[src/rtl/mtr_spd_calc.sv]
// Sums the PID terms, ramps forward speed and produces saturated left/right motor commands.
// Optional steering dead-zone enabled by defining MTR_SPD_DZ_EN.
module mtr_spd_calc #(
   parameter int unsigned RAMP_STEP = 4,
   parameter int unsigned DZ_THRESH = 8
) (
   input  logic               clk,
   input  logic               rst,
   input  logic               pid_vld,
   input  logic               moving,
   input  logic signed [13:0] P_term,
   input  logic signed [8:0]  I_term,
   input  logic signed [12:0] D_term,
   input  logic        [9:0]  frwrd_cmd,
   output logic signed [10:0] lft_spd,
   output logic signed [10:0] rght_spd,
   output logic               spd_vld,
   output logic        [9:0]  frwrd
);

`ifdef MTR_SPD_DZ_EN
   localparam bit DzEn = 1'b1;
`else
   localparam bit DzEn = 1'b0;
`endif

   localparam logic [9:0]  Step  = 10'(RAMP_STEP);
   localparam logic [9:0]  Step2 = 10'(2 * RAMP_STEP);
   localparam logic [11:0] DzLim = 12'(DZ_THRESH);

   logic signed [14:0] pid_sum_q, pid_sum_d;
   logic               moving_q;
   logic               v1_q;
   logic        [9:0]  frwrd_q, frwrd_d;
   logic signed [10:0] lft_q, rght_q, lft_d, rght_d;
   logic               spd_vld_q;

   logic signed [11:0] pid, pid_adj;
   logic        [11:0] pid_abs;
   logic signed [12:0] frwrd_s, pid_x, lft_raw, rght_raw;
   logic               unused_sum_lsb;

   function automatic logic signed [10:0] sat11(input logic signed [12:0] v);
      if (v > 13'sd1023)
         return 11'sd1023;
      else if (v < -13'sd1024)
         return -11'sd1024;
      else
         return v[10:0];
   endfunction

   always_comb begin
      pid_sum_d = {P_term[13], P_term}
                + {{6{I_term[8]}}, I_term}
                + {{2{D_term[12]}}, D_term};
   end

   // Ramp toward the target, clamping at the target so it never overshoots
   always_comb begin
      frwrd_d = frwrd_q;
      if (moving) begin
         if (frwrd_q < frwrd_cmd) begin
            if ((frwrd_cmd - frwrd_q) > Step)
               frwrd_d = frwrd_q + Step;
            else
               frwrd_d = frwrd_cmd;
         end else if (frwrd_q > frwrd_cmd) begin
            if ((frwrd_q - frwrd_cmd) > Step)
               frwrd_d = frwrd_q - Step;
            else
               frwrd_d = frwrd_cmd;
         end
      end else begin
         if (frwrd_q > Step2)
            frwrd_d = frwrd_q - Step2;
         else
            frwrd_d = 10'd0;
      end
   end

   // Dropping the low three bits of a signed value is an arithmetic shift with floor rounding
   assign pid            = pid_sum_q[14:3];
   assign unused_sum_lsb = ^pid_sum_q[2:0];

   always_comb begin
      pid_abs = pid[11] ? 12'(-pid) : 12'(pid);
      pid_adj = pid;
      if (DzEn && (pid_abs < DzLim))
         pid_adj = 12'sd0;
      frwrd_s  = {3'b000, frwrd_q};
      pid_x    = {pid_adj[11], pid_adj};
      lft_raw  = frwrd_s + pid_x;
      rght_raw = frwrd_s - pid_x;
      lft_d    = lft_q;
      rght_d   = rght_q;
      if (v1_q) begin
         if (moving_q) begin
            lft_d  = sat11(lft_raw);
            rght_d = sat11(rght_raw);
         end else begin
            lft_d  = 11'sd0;
            rght_d = 11'sd0;
         end
      end
   end

   always_ff @(posedge clk) begin
      if (rst) begin
         pid_sum_q <= '0;
         moving_q  <= 1'b0;
         v1_q      <= 1'b0;
         frwrd_q   <= '0;
         lft_q     <= '0;
         rght_q    <= '0;
         spd_vld_q <= 1'b0;
      end else begin
         v1_q      <= pid_vld;
         spd_vld_q <= v1_q;
         lft_q     <= lft_d;
         rght_q    <= rght_d;
         if (pid_vld) begin
            pid_sum_q <= pid_sum_d;
            moving_q  <= moving;
            frwrd_q   <= frwrd_d;
         end
      end
   end

   assign lft_spd  = lft_q;
   assign rght_spd = rght_q;
   assign spd_vld  = spd_vld_q;
   assign frwrd    = frwrd_q;

endmodule

[config.mk]
export PLATFORM = sky130hd
export DESIGN_NAME = mtr_spd_calc
export DESIGN_NICKNAME = d
export VERILOG_FILES = /design/src/rtl/mtr_spd_calc.sv
export SDC_FILE = /design/constraint.sdc
export NUM_CORES = 1
export LEC_CHECK = 0
export ABC_AREA = 1
export CORE_UTILIZATION = 50
export CTS_CLUSTER_DIAMETER = 40
export DETAILED_ROUTE_END_ITERATION = 12
export PLACE_DENSITY = 0.86
export SYNTH_ARGS = -nofsm -noshare
export SYNTH_HDL_FRONTEND = slang
export SYNTH_SLANG_ARGS = --single-unit
[constraint.sdc]
create_clock -name clk -period 7.2 [get_ports clk]
set_clock_uncertainty 0.05 [all_clocks]
set_input_delay 1.8 -clock clk [delete_from_list [all_inputs] [get_ports clk]]
set_output_delay 1.8 -clock clk [all_outputs]
set_load 0.01 [all_outputs]
Yosys cells after proc, flatten, opt, wreduce, memory -nomap -nowiden
Index checks and enable logic that the tools add are counted.
- add/subtract/negate cells: 9
- order comparisons: 9
- equal/unequal tests: 1
- multiplexer cells: 12
- reduce and logical (&&, ||, !) cells: 1
- operators with widths (cell ; count):
    2-to-1 mux 11 bit ; 6
    2-to-1 mux 10 bit ; 6
    greater-than comparator 13 x 11 -> 1 bit, second input constant ; 2
    < comparator 13 x 11 -> 1 bit, second input constant ; 2
    greater-than comparator 10 x 3 -> 1 bit, second input constant ; 2
    subtractor 10 bit ; 2
    adder 14 x 9 -> 15 bit ; 1
    adder 15 bit ; 1
    adder 11 x 12 -> 13 bit ; 1
    subtractor 11 x 12 -> 13 bit ; 1
    adder 10 x 3 -> 10 bit, second input constant ; 1
    greater-than comparator 10 bit ; 1
    greater-than comparator 10 x 4 -> 1 bit, second input constant ; 1
    < comparator 10 bit ; 1
    subtractor 10 x 3 -> 10 bit, second input constant ; 1
    subtractor 10 x 4 -> 10 bit, second input constant ; 1
    != test 3 x 1 -> 1 bit, second input constant ; 1
    AND reduction 2 bit ; 1
- register bits after elaboration: 50
- output and inout port bits: 33
- logic and storage cells: 39

Depth between registers and ports, before layout
- depth after elaboration: 6
- gate-level depth with buffers: 21

Worst setup path before layout
OpenSTA, ideal clock, no wires.
- path kind: input to register
- start point: input P_term[10]
- end point: register pid_sum_q[14]
- data arrival time: 3.653 ns
- required time: 7.094 ns
- path slack: 3.441 ns
- stages on the path: 12
- buffers on the path: 0
- cells stage by stage: fa_1 -> ha_1 -> a21oi_1 -> o31ai_1 -> a21oi_1 -> nand2_1 -> nand2_1 -> nand2_1 -> or2_2 -> nand3_1 -> nand2_1 -> inv_1
- cells in the longest elaborated chain, start to end: 2
- RTL lines (element ; line ; source):
    start: declaration ; 11 ; input logic signed [13:0] P_term,
    adder 14 x 9 -> 15 bit ; 54 ; + {{6{I_term[8]}}, I_term}
    adder 15 bit ; 55 ; + {{2{D_term[12]}}, D_term};
    end signal: assignment ; 122 ; pid_sum_q <= pid_sum_d;
    end: declaration ; 31 ; logic signed [14:0] pid_sum_q, pid_sum_d;
Every way passes these cells.
A chain may end at the register's enable or synchronous reset.

Worst setup path after layout
- start point: input I_term[8]
- end point: register pid_sum_q[14]
- cells in the longest elaborated chain, start to end: 2
- RTL lines (element ; line ; source):
    start: declaration ; 12 ; input logic signed [8:0] I_term,
    adder 14 x 9 -> 15 bit ; 54 ;
    adder 15 bit ; 55 ;
Every way passes these cells.

==> flow_summary.ini <==
[die]
dieWidth_um = 108
dieArea_um2 = 11600
core_area_um2 = 10900
core.rowCount = 38
fp.dieH_um = 108
ios = 83
initial_utilization_pct = 51.5

[clocking]
cts_setup_buffers = 0
clk_pin_slew_ns = 0.09
ctsHoldBuffers = 0
cts_tree = done
cts-buffers-inserted = 5
cts.sinks = 47
h-tree-depth = 2
cts_root_buf = clkbuf_8
cts-resized-gates = 0
clk-insertion-delay-late_ns = 0.30
cts_buffer_depth = 2

[worst_setup_path]
worstSetupStartpoint = I_term[8]
reg2reg_to = frwrd[1]
reg2reg_depth = 14
arrival_ns = 4.54
crit_fanout = 6
path_common_cell = nand2_1
rrSetupSlack_ns = 4.24
critPathRequiredTime_ns = 7.39
criticalPathCategory = input pin to flop
endpoint = pid_sum_q[14]
cpMaxStageDelayCell = clkdlybuf4s50_1
start_kind = input pin
crit_chain = clkdlybuf4s50_1 -> fa_1 -> ha_1 -> a21oi_1 -> o31ai_1 -> a21oi_1 -> nand2_1 -> nand2_1 -> nand2_1 -> or2_2 -> nand3_1 -> nand2_1 -> inv_1
cpPeakStageDelay_ns = 0.71
rr_startpoint = frwrd[6]
end_kind = flop

[routing]
viasPerCell = 5.28
drcViolationCount = 0
drtPass1Iterations = 6
antenna_left = 0
avgRoutedWirePerCell_um = 12.7
num_vias = 5697
wirelength_mm = 13.7
drt_iter0_markers = 437

[timing]
slew_headroom_pct = 34.2
setup_viol = 0
rsz0062_at_grt = no
final-hold-violation-count = 0
slew_viol_final = 0
fin_tns_setup_ns = 0
finalCritPeriodShare_pct = 60.3
min_period_ns = 4.34
max_freq_mhz = 230
tightest_slew_ns = 0.985
whs_ns = 0.419

[outcome]
outcome = complete, no violations

[synth]
synth_adder_area_share_pct = 18.6
synth_compound_area_share_pct = 12.2
synth_edf_count = 0
synth.distinct_cells = 44
synth_ff_type = dfxtp_1
async_reset_ff_share_pct = 0
synth_cells = 871
synth_nets = 995
syn_area_per_cell_um2 = 6.44
yosys_register_bits = 47
synthXorXnorAreaFrac_pct = 6.71
yosys_warnings = 0
synth_top_family_by_area = simple AND/OR/NAND/NOR gates
syn_area_um2 = 5610
muxShareOfSynthArea_pct = 0
synthSimpleGateAreaFrac_pct = 34.0
yosysSeqAreaShare_pct = 16.8

[min_path]
holdCritPathClass = flop to flop

[power_and_ir_drop]
p_per_area_nw_per_um2 = 169
power_leakage_nw = 3.45
ir_worst_vdd_uv = 97.5

[place]
port_buffers = 82
gp_congestion = 0.969
dp_hpwl_mm = 11.3

[cells_and_area]
layout_common_cells = nand2_1, inv_1, nand3_1
final_common_cell = nand2_1
final_nets = 1061
diodes = 0
area_growth_pct = 17.2
drive_gt1_share_pct = 5.22
fillCellCount = 1060

[global_routing]
antenna_found_initial = 0
grt_first_pass_wirelength_mm = 22.8
grt_use_total_pct = 24.2
grt_max_degree = 27
grt_pass1_vias = 5027
overflow = 0

[run]
maxCapViolCount = 0
## power breakdown
| part | switching (mW) | internal [mW] |
|---|---|---|
| clock | 0.0866 | 0.0877 |
| sequential | 0.0313 | 0.282 |
| combinational | 0.382 | 0.241 |
| total | 0.499 | 0.610 |
## final cells by class
cell class              count  area, um2  area share (%)
clock buffers               8        100            1.52
inverters                 140        526            7.99
multi-input cells         661       4010            61.0
flip-flops and latches     47        941            14.3
well taps                 140        175            2.66
repair buffers             82        821            12.5
## registers in the layout, indices dropped and copies added, names as in the netlist
register   cells
v1_q           1
pid_sum_q     12
frwrd         10
spd_vld        1
moving_q       1
lft_spd       11
rght_spd      11
## through the flow
stage / std cells / utilization, % / power [mW] / worst slack (ns) / cell area [um2]
2_1_floorplan: 871 / - / 0.774 / 3.44 / 5610
3_3_place_gp: 1070 / 59.5 / 0.922 / 2.61 / 6480
3_5_place_dp: 1070 / 59.5 / 0.932 / 2.55 / 6480
4_1_cts: 1078 / 60.4 / 1.11 / 2.85 / 6580
5_1_grt: 1078 / 60.4 / 1.20 / 2.63 / 6580
6_report: 1078 / 60.4 / 1.11 / 2.86 / 6580
## synthesized netlist by cell type, drive strengths merged, types with 2 or more instances
master | number | area, um2
nand2 | 257 | 1000
inv | 139 | 522
nand3 | 96 | 531
a21oi | 70 | 392
ha | 58 | 726
nor2 | 49 | 230
dfxtp | 47 | 941
xor2 | 35 | 307
o21ai | 26 | 134
fa | 16 | 320
buf | 12 | 87.6
nand4 | 12 | 75.1
clkbuf | 11 | 41.3
xnor2 | 8 | 70.1
nor3 | 7 | 35.0
o211ai | 7 | 52.6
o21bai | 5 | 37.5
a22oi | 2 | 15.0
a31oi | 2 | 12.5
nor4 | 2 | 12.5
o31ai | 2 | 15.0
or2 | 2 | 12.5
## critical path, delay by kind of cell
family,cells,cell delay [ns]
compound gates,3,0.52
fa+ha+maj,2,0.86
buf+inv,2,0.76
simple gates,6,0.61
## worst min-delay path by stage
| stage | from | end | slack (ns) | cells after the start |
|---|---|---|---|---|
| finish | lft_spd[10] | lft_spd[10] | 0.42 | 2 |
| global route | lft_spd[10] | lft_spd[10] | 0.45 | 2 |
| CTS | rght_spd[0] | rght_spd[0] | 0.42 | 2 |
| detailed placement | rght_spd[0] | rght_spd[0] | 0.41 | 2 |
| global placement | lft_spd[10] | lft_spd[10] | 0.40 | 2 |
| floorplan | pid_sum_q[11] | pid_sum_q[11] | 0.42 | 2 |
## cells by family (layout without fill, tap and decap cells)
logic type               after synthesis  after routing
flip-flops                            47             47
adder cells (fa/ha/maj)               74             74
AND/OR/NAND/NOR                      427            427
XOR/XNOR                              43             43
buffers and inverters                163            230
AO/OA/AOI/OAI                        117            117
## per-layer routing
layer	track usage (%)	wire length (um)
met5	0	0
met4	5.77	141
met3	3.27	843
met2	39.9	6180
met1	33.5	6540
Note: power is estimated with default switching activity, not from simulation.
